<file path="config.mk">
export PLATFORM = sky130hd
export DESIGN_NAME = countdown_controller_flat
export DESIGN_NICKNAME = d
export VERILOG_FILES = /design/src/rtl/countdown_controller_if.sv /design/src/rtl/countdown_controller.sv /design/src/flat_wrapper.sv
export SDC_FILE = /design/constraint.sdc
export NUM_CORES = 1
export LEC_CHECK = 0
export BUFFER_PORTS_ARGS = -buffer_cell sky130_fd_sc_hd__buf_2
export CAP_MARGIN = 10
export CORE_ASPECT_RATIO = 0.8
export CORE_MARGIN = 1.5
export CORE_UTILIZATION = 51
export DETAILED_ROUTE_END_ITERATION = 8
export PLACE_DENSITY = 0.8
export REMOVE_ABC_BUFFERS = 1
export SYNTH_ARGS = -nofsm -noshare
export SYNTH_HDL_FRONTEND = slang
export SYNTH_SLANG_ARGS = --single-unit
</file>
<file path="constraint.sdc">
create_clock -name clk -period 3.1 [get_ports clk]
set_input_delay 0.465 -clock clk [delete_from_list [all_inputs] [get_ports clk]]
set_output_delay 0.465 -clock clk [all_outputs]
set_load 0.03 [all_outputs]
</file>
<file path="src/rtl/countdown_controller_if.sv">
// Handshake/status bundle for countdown_controller.
// master: the block issuing start/pause/abort; slave: the countdown controller.
interface countdown_controller_if;
    logic        start;
    logic [31:0] load_value;
    logic        pause;
    logic        abort;
    logic [31:0] count;
    logic        zero;
    logic        busy;
    logic        done;

    modport master (
        output start, load_value, pause, abort,
        input  count, zero, busy, done
    );

    modport slave (
        input  start, load_value, pause, abort,
        output count, zero, busy, done
    );
endinterface

</file>
<file path="src/rtl/countdown_controller.sv">
// Countdown controller: IDLE -> RUN -> DONE -> IDLE, with pause/abort control.
// Optional feature: define COUNTDOWN_AUTO_RELOAD_EN to make DONE reload the
// last accepted load_value and keep counting instead of returning to IDLE.

// 32-bit zero detector shared across blocks.
module zero_check32 (
    input  logic [31:0] value_i,
    output logic        zero_o
);
    assign zero_o = ~|value_i;
endmodule

module countdown_controller (
    input  logic                   clk,
    input  logic                   reset,
    countdown_controller_if.slave  bus
);
    typedef enum logic [1:0] {
        S_IDLE = 2'b00,
        S_RUN  = 2'b01,
        S_DONE = 2'b10
    } state_e;

    state_e      state_q, state_d;
    logic [31:0] count_q, count_d;
    logic        busy_q;
    logic        done_q;
`ifdef COUNTDOWN_AUTO_RELOAD_EN
    logic [31:0] reload_q, reload_d;
`endif

    // Next-state and next-count; RUN only decrements when count >= 1, so no wrap.
    always_comb begin
        state_d  = state_q;
        count_d  = count_q;
`ifdef COUNTDOWN_AUTO_RELOAD_EN
        reload_d = reload_q;
`endif
        case (state_q)
            S_IDLE: begin
                // abort is ignored here; start wins even when abort is high
                if (bus.start) begin
                    count_d  = bus.load_value;
`ifdef COUNTDOWN_AUTO_RELOAD_EN
                    reload_d = bus.load_value;
`endif
                    state_d  = (bus.load_value == 32'd0) ? S_DONE : S_RUN;
                end
            end
            S_RUN: begin
                if (bus.abort) begin
                    count_d = 32'd0;
                    state_d = S_IDLE;
                end else if (!bus.pause) begin
                    count_d = count_q - 32'd1;
                    if (count_q == 32'd1) state_d = S_DONE;
                end
            end
            S_DONE: begin
`ifdef COUNTDOWN_AUTO_RELOAD_EN
                if (bus.abort) begin
                    count_d = 32'd0;
                    state_d = S_IDLE;
                end else begin
                    count_d = reload_q;
                    state_d = (reload_q == 32'd0) ? S_DONE : S_RUN;
                end
`else
                count_d = 32'd0;
                state_d = S_IDLE;
`endif
            end
            default: begin
                count_d = 32'd0;
                state_d = S_IDLE;
            end
        endcase
    end

    // State, count and registered busy/done flags; reset overrides all controls.
    always_ff @(posedge clk) begin
        if (reset) begin
            state_q  <= S_IDLE;
            count_q  <= 32'd0;
            busy_q   <= 1'b0;
            done_q   <= 1'b0;
`ifdef COUNTDOWN_AUTO_RELOAD_EN
            reload_q <= 32'd0;
`endif
        end else begin
            state_q  <= state_d;
            count_q  <= count_d;
            busy_q   <= (state_d != S_IDLE);
            done_q   <= (state_d == S_DONE);
`ifdef COUNTDOWN_AUTO_RELOAD_EN
            reload_q <= reload_d;
`endif
        end
    end

    zero_check32 u_zero (
        .value_i (count_q),
        .zero_o  (bus.zero)
    );

    assign bus.count = count_q;
    assign bus.busy  = busy_q;
    assign bus.done  = done_q;
endmodule

</file>
<file path="src/flat_wrapper.sv">
// flat-port wrapper written by rule: the top's interface ports become plain ports
module countdown_controller_flat 
  (clk, reset, bus_start, bus_load_value, bus_pause, bus_abort, bus_count, bus_zero, bus_busy, bus_done);
  countdown_controller_if bus_i ();
  input  logic clk;
  input  logic reset;
  input wire logic [$bits(bus_i.start)-1:0] bus_start;
  input wire logic [$bits(bus_i.load_value)-1:0] bus_load_value;
  input wire logic [$bits(bus_i.pause)-1:0] bus_pause;
  input wire logic [$bits(bus_i.abort)-1:0] bus_abort;
  output wire logic [$bits(bus_i.count)-1:0] bus_count;
  output wire logic [$bits(bus_i.zero)-1:0] bus_zero;
  output wire logic [$bits(bus_i.busy)-1:0] bus_busy;
  output wire logic [$bits(bus_i.done)-1:0] bus_done;
  assign bus_i.start = bus_start;
  assign bus_i.load_value = bus_load_value;
  assign bus_i.pause = bus_pause;
  assign bus_i.abort = bus_abort;
  assign bus_count = bus_i.count;
  assign bus_zero = bus_i.zero;
  assign bus_busy = bus_i.busy;
  assign bus_done = bus_i.done;
  countdown_controller u_core (.clk(clk), .reset(reset), .bus(bus_i));
endmodule
</file>
==> impl_metrics.csv, run 1 <==
group,metric,value,unit
clocking,clock-sinks,36,
grt,grt_pass1_wl,12200,um
routing,vias,2862,
placement,portBuffers,71,
timing,hold_violations,0,
logic_synthesis,syn-cell-area,0.00233,mm2
grt,grt_max_degree,30,
job,cap_violations,0,
logic_synthesis,synth_compound_area_share,27.1,%
clocking,clockRootBuffer,"clkbuf_8",
pwr,clockPowerShare,21.5,%
logic_synthesis,synth_most_common_cell,"dfxtp_1",
logic_synthesis,synthMuxAreaShare,1.72,%
routing,drtIter0Drc,443,
floorplan,design.die.area,0.00499,mm2
logic_synthesis,ys_ff_latch,36,
timing,maxSlewHeadroom,44.3,%
pwr,internal_power,0.000880,W
timing,rsz0062_at_grt,"no",
timing,fin_crit,2.67,ns
worst_setup_path,r2r-start,"u_core.bus.count[4]",
floorplan,core,0.00428,mm2
grt,grt.total_usage,31.4,%
clocking,numCtsBuffers,5,
clocking,insertion_delay,0.29,ns
worst_setup_path,crit_top_cell,"or3_1",
logic_synthesis,synth.area.top_cells,"dfxtp_1, nor4_1, a21oi_1, nor2_1, nand2_1",
placement,gp_congestion,0.921,
floorplan,die_w,78.6,um
routing,ant_nets,0,
outcome,status,"finished, final reports clean",
worst_setup_path,required,2.63,ns
floorplan,start_util,54.5,%
floorplan,io_pins,72,
final_layout,regArea,721,um2
timing,fin_setup_tns,0,ns
grt,grt-ovfl-total,0,
logic_synthesis,synth_top_cell_by_area,"dfxtp_1",
logic_synthesis,synth-simple-area-share,32.0,%
placement,hpwl,5570,um
logic_synthesis,synth_top_area_share,30.9,%
final_layout,layout-drive-gt1-share,25.5,%
final_layout,nets,415,
pwr,swShare,42.1,%
routing,routed_via_density,6.61,
routing,routed_wl,7790,um
timing,tightest_slew,0.829,ns
floorplan,die_h,63.5,um
final_layout,multiInputGateArea,0.00150,mm2
hold_path,hp-class,"in2reg",
worst_setup_path,critical_path_class,"reg2out",
worst_setup_path,path_max_fanout,6,
pwr,p_comb_share,40.4,%
logic_synthesis,ys_warn_count,0,
routing,drt_pass1_iterations,5,
clocking,h-tree-depth,2,
pwr,pwr-share-seq,38.1,%
routing,wire_per_inst,18.0,um
worst_setup_path,cpMaxStageDelayCell,"or3_1",
timing,setup_viol_count_final,0,
grt,grt_pass1_vias,2508,
logic_synthesis,synth_top_family_by_area,"simple AND/OR/NAND/NOR gates",
pwr,total_leakage_power,1.18,nW
worst_setup_path,r2r_slack,0.76,ns
worst_setup_path,cp_data_arrival_time,2.21,ns
worst_setup_path,end_kind,"output pin",
logic_synthesis,seq_area_frac_synth,30.9,%
worst_setup_path,reg2reg_to,"u_core.bus.count[29]",
logic_synthesis,postSynth.asyncResetShare,0,%
logic_synthesis,synthFlopType,"dfxtp_1",
clocking,clockBufferDepth,2,
worst_setup_path,reg2reg_depth,6,
logic_synthesis,yosys-top-cells-count,"dfxtp_1, a21oi_1, nor2_1",
logic_synthesis,synth-xor-area-share,2.25,%
clocking,postCtsSetupBuffers,0,
logic_synthesis,synthAdderAreaFrac,1.07,%
logic_synthesis,syn_inst,309,
worst_setup_path,cp-start-kind,"flop",
worst_setup_path,crit_end,"bus_zero",
pwr,power.density,539,mW/mm2
logic_synthesis,avgSynthCellArea,7.55,um2
grt,antenna_found_initial,0,
clocking,clkTransAtPathRegs,0.07,ns
timing,holdWs,0.476,ns
final_layout,stdcell_count,433,
logic_synthesis,yosysUniqueCellTypes,56,
timing,final.setup_skew,0.00602,ns
worst_setup_path,worstPathCellList,"or3_1 > or3_1 > or2_2 > nor3_1 > buf_2",
clocking,cts-resized-gates,0,
routing,route.detailed.drc,0,
floorplan,num_rows,21,
timing,drv_slew,0,
final_layout,syn2layout_area_growth,20.9,%
final_layout,fill_cells,377,
clocking,cts_hold_buffers,0,
logic_synthesis,synth-edff-count,0,
pwr,p_sw,0.000641,W
worst_setup_path,crit_start,"u_core.bus.count[24]",
timing,fmax,374,MHz
clocking,cts_tree,"yes",
pwr,peakVddDrop,0.441,mV
timing,finalCritPeriodShare,86.3,%
worst_setup_path,cp_slowest_stage_delay,0.48,ns
final_layout,n_antenna_cell,0,
placement,dp.cells,426,
-- how the worst min path moves through the flow --
stage | slack (ns) | depth (start not counted) | start | endpoint
after global placement | 0.50 | 1 | u_core.bus.count[29] | u_core.bus.count[29]
after detailed placement | 0.51 | 1 | u_core.bus.count[29] | u_core.bus.count[29]
final | 0.48 | 3 | bus_start | u_core.bus.busy
after CTS | 0.47 | 3 | bus_start | u_core.bus.busy
after floorplan | 0.53 | 1 | reset | u_core.bus.count[11]
after global routing | 0.49 | 3 | bus_load_value[6] | u_core.bus.count[6]
-- layout by cell type, fill, tap and decap left out, types with 2 or more instances in the layout --
| cell type | netlist | layout |
|---|---|---|
| buf_2 | 2 | 71 |
| dfxtp_1 | 36 | 36 |
| a21oi_1 | 27 | 27 |
| nor2_1 | 25 | 25 |
| nor4_1 | 24 | 24 |
| nand2_1 | 21 | 21 |
| o21ai_0 | 15 | 15 |
| or3_1 | 12 | 12 |
| and3_1 | 12 | 12 |
| nor3_1 | 10 | 10 |
| o22ai_1 | 10 | 10 |
| buf_4 | 0 | 9 |
| inv_1 | 8 | 8 |
| nand4_1 | 6 | 6 |
| a22oi_1 | 5 | 5 |
| xnor2_1 | 5 | 5 |
| a31oi_1 | 5 | 5 |
| clkbuf_8 | 0 | 5 |
| nand3_1 | 4 | 4 |
| or2_2 | 4 | 4 |
| mux2i_1 | 4 | 4 |
| or4_1 | 4 | 4 |
| o211ai_1 | 4 | 4 |
| nor2b_1 | 4 | 4 |
| o31ai_1 | 4 | 4 |
| nor3b_1 | 3 | 3 |
| o311ai_0 | 3 | 3 |
| a211oi_1 | 2 | 2 |
| o32ai_1 | 2 | 2 |
| a32o_1 | 2 | 2 |
| o41ai_1 | 2 | 2 |
| a221oi_1 | 2 | 2 |
| ha_1 | 2 | 2 |
-- power by group through the flow --
| stage | registers [W] | clock network (W) | logic, W |
|---|---|---|---|
| after global routing | 0.000588 | 0.000354 | 0.000663 |
| after floorplan | 0.000661 | 0 | 0.000312 |
| after detailed placement | 0.000586 | 0 | 0.000598 |
| after CTS | 0.000576 | 0.000328 | 0.000600 |
| final | 0.000580 | 0.000326 | 0.000615 |
| after global placement | 0.000583 | 0 | 0.000591 |
-- logic make-up (layout without fill, tap and decap cells) --
group | Yosys count | in the layout
simple gates | 137 | 137
compound gates | 96 | 96
flops | 36 | 36
buf+inv | 28 | 95
xor+xnor | 6 | 6
mux | 4 | 4
fa+ha+maj | 2 | 2
-- critical path, delay by kind of cell (launching register included) --
family,cells,cell delay [ns]
DFF,1,0.36
and+or+nand+nor,4,1.33
buffers and inverters,1,0.23
-- per-layer routing --
| layer | track usage, % | vias up | wire, um |
|---|---|---|---|
| met5 | 0 | - | 0 |
| met4 | 12.7 | 0 | 144 |
| met3 | 6.52 | 18 | 918 |
| met2 | 46.0 | 206 | 3380 |
| met1 | 44.5 | 1306 | 3350 |
| li1 | - | 1332 | - |
-- metrics by stage --
stage	cell area, um2	util (%)	power (W)	setup WS, ns
2_1_floorplan	2250	-	0.000973	0.434
3_3_place_gp	2740	64.0	0.00117	0.774
3_5_place_dp	2740	64.0	0.00118	0.738
4_1_cts	2820	65.8	0.00150	0.445
5_1_grt	2820	65.8	0.00160	0.319
6_report	2820	65.8	0.00152	0.425
-- state kept, by name, summed over array words and instances (netlist names) --
register	cells
u_core.bus.busy	1
u_core.bus.count	32
u_core.state_q	2
u_core.bus.done	1
-- area by class of cell --
cell class | instances | area share (%)
Tap cell | 57 | 2.53
Clock inverter | 1 | 0.177
Multi-Input combinational cell | 245 | 53.1
Inverter | 8 | 1.06
Clock buffer | 6 | 2.57
Sequential cell | 36 | 25.6
Timing Repair Buffer | 80 | 15.0
Note: power is estimated with default switching activity, not from simulation.
==> inputs of run 2 (changes only) <==
--- a/config.mk
+++ b/config.mk
@@ -9,9 +9,11 @@
 export CAP_MARGIN = 10
 export CORE_ASPECT_RATIO = 0.8
 export CORE_MARGIN = 1.5
-export CORE_UTILIZATION = 51
+export CORE_UTILIZATION = 53
+export CTS_BUF_LIST = sky130_fd_sc_hd__clkbuf_2 sky130_fd_sc_hd__clkbuf_4 sky130_fd_sc_hd__clkbuf_8
 export DETAILED_ROUTE_END_ITERATION = 8
-export PLACE_DENSITY = 0.8
+export GPL_ROUTABILITY_DRIVEN = 0
+export PLACE_DENSITY = 0.82
 export REMOVE_ABC_BUFFERS = 1
 export SYNTH_ARGS = -nofsm -noshare
 export SYNTH_HDL_FRONTEND = slang
==> impl_metrics.csv, run 2 (synthesized netlist as in run 1, its figures left out) <==
group,metric,value,unit
clocking,cts_hold_buffers,0,
pwr,swShare,41.2,%
pwr,clockPowerShare,22.7,%
worst_setup_path,worstPathCellList,"or3_1 > or3_1 > or2_2 > nor3_1 > buf_2",
clocking,h-tree-depth,2,
timing,maxSlewHeadroom,44.7,%
timing,drv_slew,0,
worst_setup_path,path_max_fanout,6,
final_layout,n_antenna_cell,0,
placement,portBuffers,71,
floorplan,die_h,62.4,um
floorplan,io_pins,72,
clocking,cts-resized-gates,0,
floorplan,num_rows,21,
final_layout,layout_commonest_cell,"buf_2",
timing,setup_slack,0.385,ns
grt,grt-ovfl-total,0,
timing,setup_viol_count_final,0,
floorplan,design.die.area,0.00481,mm2
worst_setup_path,path_delay_family,"simple AND/OR/NAND/NOR gates",
placement,place_ws,0.735,ns
grt,grt_pass1_vias,2486,
worst_setup_path,cp-start-kind,"flop",
routing,vias,2806,
outcome,status,"finished, final reports clean",
clocking,numCtsBuffers,5,
final_layout,syn2layout_area_growth,21.5,%
pwr,peakVddDrop,0.331,mV
pwr,pwr-share-seq,37.7,%
final_layout,stdcell_count,434,
pwr,p_comb_share,39.6,%
clocking,clock-sinks,36,
worst_setup_path,cp_slowest_stage_delay,0.48,ns
clocking,postCtsSetupBuffers,0,
timing,final.setup_skew,0.00640,ns
timing,fin_setup_tns,0,ns
grt,grt_pass1_wl,12300,um
timing,hold_violations,0,
final_layout,final_util,67.4,%
placement,dp.cells,426,
hold_path,hp-class,"in2reg",
floorplan,die_w,77.2,um
timing,fin_crit,2.71,ns
placement,hpwl,5340,um
timing,finalCritPeriodShare,87.6,%
routing,drt_pass1_iterations,5,
grt,grt_max_degree,30,
routing,routed_via_density,6.47,
routing,wire_per_inst,17.2,um
floorplan,start_util,55.5,%
pwr,power.density,542,mW/mm2
final_layout,layout_common_cells,"buf_2, dfxtp_1, a21oi_1, nor2_1, nor4_1",
clocking,clkTransAtPathRegs,0.08,ns
worst_setup_path,required,2.63,ns
job,cap_violations,0,
timing,tightest_slew,0.824,ns
final_layout,layout-drive-gt1-share,26.0,%
routing,route.detailed.drc,0,
worst_setup_path,end_kind,"output pin",
routing,ant_nets,0,
timing,rsz0062_at_grt,"no",
timing,holdWs,0.478,ns
worst_setup_path,cp_data_arrival_time,2.25,ns
clocking,clockBufferDepth,2,
worst_setup_path,crit_top_cell,"or3_1",
routing,drtIter0Drc,360,
floorplan,core,0.00420,mm2
worst_setup_path,cpMaxStageDelayCell,"or3_1",
pwr,total_leakage_power,1.19,nW
final_layout,nets,415,
routing,routed_wl,7480,um
grt,grt.total_usage,31.6,%
clocking,insertion_delay,0.29,ns
pwr,internal_power,0.000904,W
worst_setup_path,critical_path_class,"reg2out",
pwr,p_sw,0.000633,W
clocking,clockRootBuffer,"clkbuf_8",
clocking,cts_tree,"yes",
final_layout,largest_reg_flops,32,
worst_setup_path,worst-path-buf-inv,1,
timing,fmax,368,MHz
grt,antenna_found_initial,0,
==> run 2: cell count changes in the layout (fill, tap and decap cells not counted) <==
| cell | before | now |
|---|---|---|
| clkinv_2 | 1 | 2 |
| clkbuf_8 | 5 | 6 |
| clkbuf_1 | 1 | 0 |
==> run 2: cell type report <==
| type | instances | area (um2) |
|---|---|---|
| multi-input cells | 245 | 1500 |
| fillers | 389 | 1370 |
| flip-flops and latches | 36 | 721 |
| repair buffers | 80 | 423 |
| clock buffers | 6 | 82.6 |
| well taps | 57 | 71.3 |
| inverters | 8 | 30.0 |
| clock inverters | 2 | 10.0 |
==> run 2: path summary, 6_finish.rpt <==
check                  startpoint                   end  slack (ns)  cells past startpoint
max          u_core.bus.count[24]              bus_zero        0.39                      5
min             bus_load_value[6]   u_core.bus.count[6]        0.48                      3
max reg2reg   u_core.bus.count[2]  u_core.bus.count[29]        0.73                      7
min reg2reg  u_core.bus.count[29]  u_core.bus.count[29]        0.53                      1
==> run 2: per-layer routing <==
metal  global-route usage (%)  routed length [um]
met1                     48.2                3330
met2                     45.3                3160
met3                     4.71                 833
met4                     9.77                 150
met5                        0                   0
==> run 2: worst min-delay path, stage by stage <==
cell and delay (ns):
buf_2 0.10, a221oi_1 0.07, nor2_1 0.09
==> run 2: per-stage QoR <==
stage | area (um2) | total power (W)
after floorplan | 2250 | 0.000973
after global placement | 2740 | 0.00117
after detailed placement | 2740 | 0.00118
after CTS | 2840 | 0.00152
after global routing | 2840 | 0.00163
final | 2840 | 0.00154
==> run 2: power by group through the flow <==
stage / logic [W] / registers (W) / clock network (W)
floorplan: 0.000312 / 0.000661 / 0
global placement: 0.000587 / 0.000584 / 0
detailed placement: 0.000594 / 0.000587 / 0
CTS: 0.000598 / 0.000576 / 0.000351
global route: 0.000662 / 0.000587 / 0.000377
finish: 0.000609 / 0.000579 / 0.000348
==> inputs of run 3 (changes only) <==
--- a/config.mk
+++ b/config.mk
@@ -9,12 +9,13 @@
 export CAP_MARGIN = 10
 export CORE_ASPECT_RATIO = 0.8
 export CORE_MARGIN = 1.5
-export CORE_UTILIZATION = 53
+export CORE_UTILIZATION = 50
 export CTS_BUF_LIST = sky130_fd_sc_hd__clkbuf_2 sky130_fd_sc_hd__clkbuf_4 sky130_fd_sc_hd__clkbuf_8
 export DETAILED_ROUTE_END_ITERATION = 8
 export GPL_ROUTABILITY_DRIVEN = 0
-export PLACE_DENSITY = 0.82
+export PLACE_DENSITY = 0.78
 export REMOVE_ABC_BUFFERS = 1
+export SKIP_CTS_REPAIR_TIMING = 1
 export SYNTH_ARGS = -nofsm -noshare
 export SYNTH_HDL_FRONTEND = slang
 export SYNTH_SLANG_ARGS = --single-unit
==> impl_metrics.csv, run 3 (synthesized netlist as in run 1, its figures left out) <==
group,metric,value,unit
outcome,status,"finished, final reports clean",
grt,gr-max-usage-layer,"met1",
worst_setup_path,reg2reg_depth,7,
pwr,total_leakage_power,1.19,nW
worst_setup_path,worstPathCellList,"or3_1 > or3_1 > or2_2 > nor3_1 > buf_2",
grt,grt-ovfl-total,0,
final_layout,stdcell_count,437,
timing,rsz0062_at_grt,"no",
clocking,clock-sinks,36,
timing,holdWs,0.445,ns
routing,drt_pass1_iterations,6,
worst_setup_path,crit_top_cell,"or3_1",
floorplan,start_util,51.4,%
floorplan,core,0.00454,mm2
placement,portBuffers,71,
timing,final.setup_skew,0.00544,ns
routing,drtIter0Drc,351,
grt,globalRouteMet2Util,43.1,%
worst_setup_path,reg2reg_to,"u_core.bus.count[29]",
clocking,clockBufferDepth,2,
pwr,peakVddDrop,0.269,mV
timing,fmax,370,MHz
grt,grt_max_degree,30,
placement,dp.cells,429,
final_layout,nets,415,
pwr,power,0.00156,W
timing,finalCritPeriodShare,87.1,%
worst_setup_path,crit_start,"u_core.bus.count[24]",
grt,grt_use_met3,7.86,%
floorplan,die_w,79.4,um
clocking,h-tree-depth,2,
timing,tightest_slew,0.867,ns
worst_setup_path,path_max_fanout,6,
floorplan,die_h,64.1,um
floorplan,io_pins,72,
worst_setup_path,crit_end,"bus_zero",
placement,hpwl,5390,um
timing,fin_crit,2.70,ns
worst_setup_path,cp_slowest_stage_delay,0.47,ns
clocking,insertion_delay,0.30,ns
final_layout,layout_common_cells,"buf_2, dfxtp_1, a21oi_1, nor2_1, nor4_1",
floorplan,design.die.area,0.00509,mm2
pwr,power.density,548,mW/mm2
grt,grt_pass1_wl,12100,um
worst_setup_path,r2r_slack,0.72,ns
timing,setup_viol_count_final,0,
floorplan,num_rows,22,
clocking,clockRootBuffer,"clkbuf_8",
routing,routed_wl,7510,um
clocking,clkTransAtPathRegs,0.07,ns
final_layout,layout-drive-gt1-share,26.0,%
worst_setup_path,cpMaxStageDelayCell,"or3_1",
job,cap_violations,0,
final_layout,syn2layout_area_growth,21.9,%
worst_setup_path,critical_path_class,"reg2out",
grt,antenna_found_initial,0,
routing,routed_via_density,6.49,
clocking,cts_tree,"yes",
worst_setup_path,cp_data_arrival_time,2.24,ns
clocking,numCtsBuffers,5,
worst_setup_path,end_kind,"output pin",
routing,ant_nets,0,
timing,fin_setup_tns,0,ns
hold_path,hp-class,"in2reg",
timing,maxSlewHeadroom,41.7,%
timing,drv_slew,0,
final_layout,largest_reg_flops,32,
grt,grt_pass1_vias,2510,
final_layout,layout_commonest_cell,"buf_2",
worst_setup_path,cp-start-kind,"flop",
timing,hold_violations,0,
grt,grt_use_met1,43.7,%
routing,route.detailed.drc,0,
routing,wire_per_inst,17.2,um
worst_setup_path,required,2.63,ns
final_layout,n_antenna_cell,0,
worst_setup_path,r2r-start,"u_core.bus.count[2]",
grt,grt.total_usage,30.8,%
routing,vias,2837,
[run 3: cell types whose count changed in the layout (fill, tap and decap cells not counted), sizes merged]
cell | previous run | this run
clkbuf | 6 | 8
clkinv | 2 | 0
[run 3: area by class of cell]
cell class	count	area, um2
clock buffers	8	97.6
fillers	432	1700
inverters	8	30.0
multi-input cells	245	1500
flip-flops and latches	36	721
well taps	60	75.1
repair buffers	80	423
[run 3: report_power, final]
| part | switching (W) | internal [W] | leakage [nW] |
|---|---|---|---|
| Clock | 0.000174 | 0.000199 | 0.0523 |
| Sequential | 0.0000692 | 0.000510 | 0.296 |
| Combinational | 0.000390 | 0.000217 | 0.838 |
| Total | 0.000633 | 0.000926 | 1.19 |
[run 3: stage by stage]
stage	worst slack, ns	instance area (um2)	utilization, %
detailed placement	0.720	2750	60.5
global placement	0.773	2750	60.5
CTS	0.401	2840	62.6
finish	0.400	2840	62.6
global route	0.283	2840	62.6
floorplan	0.434	2250	-
[run 3: per-layer routing]
| metal | vias up | routed length [um] |
|---|---|---|
| met4 | 2 | 146 |
| li1 | 1336 | - |
| met2 | 167 | 3220 |
| met3 | 18 | 855 |
| met1 | 1314 | 3260 |
| met5 | - | 31 |
[run 3: critical path: cells and delay by family (launching register included)]
kind	cells	cell delay [ns]
buffers and inverters	1	0.24
flip-flops	1	0.35
AND/OR/NAND/NOR	4	1.34
[run 3: worst min path at each step]
stage,from,end,cells after the start
2_1_floorplan,reset,u_core.bus.count[11],1
3_3_place_gp,u_core.bus.count[29],u_core.bus.count[29],1
3_5_place_dp,u_core.bus.count[29],u_core.bus.count[29],1
4_1_cts,bus_load_value[12],u_core.bus.count[12],3
5_1_grt,bus_load_value[12],u_core.bus.count[12],3
6_report,bus_load_value[12],u_core.bus.count[12],3
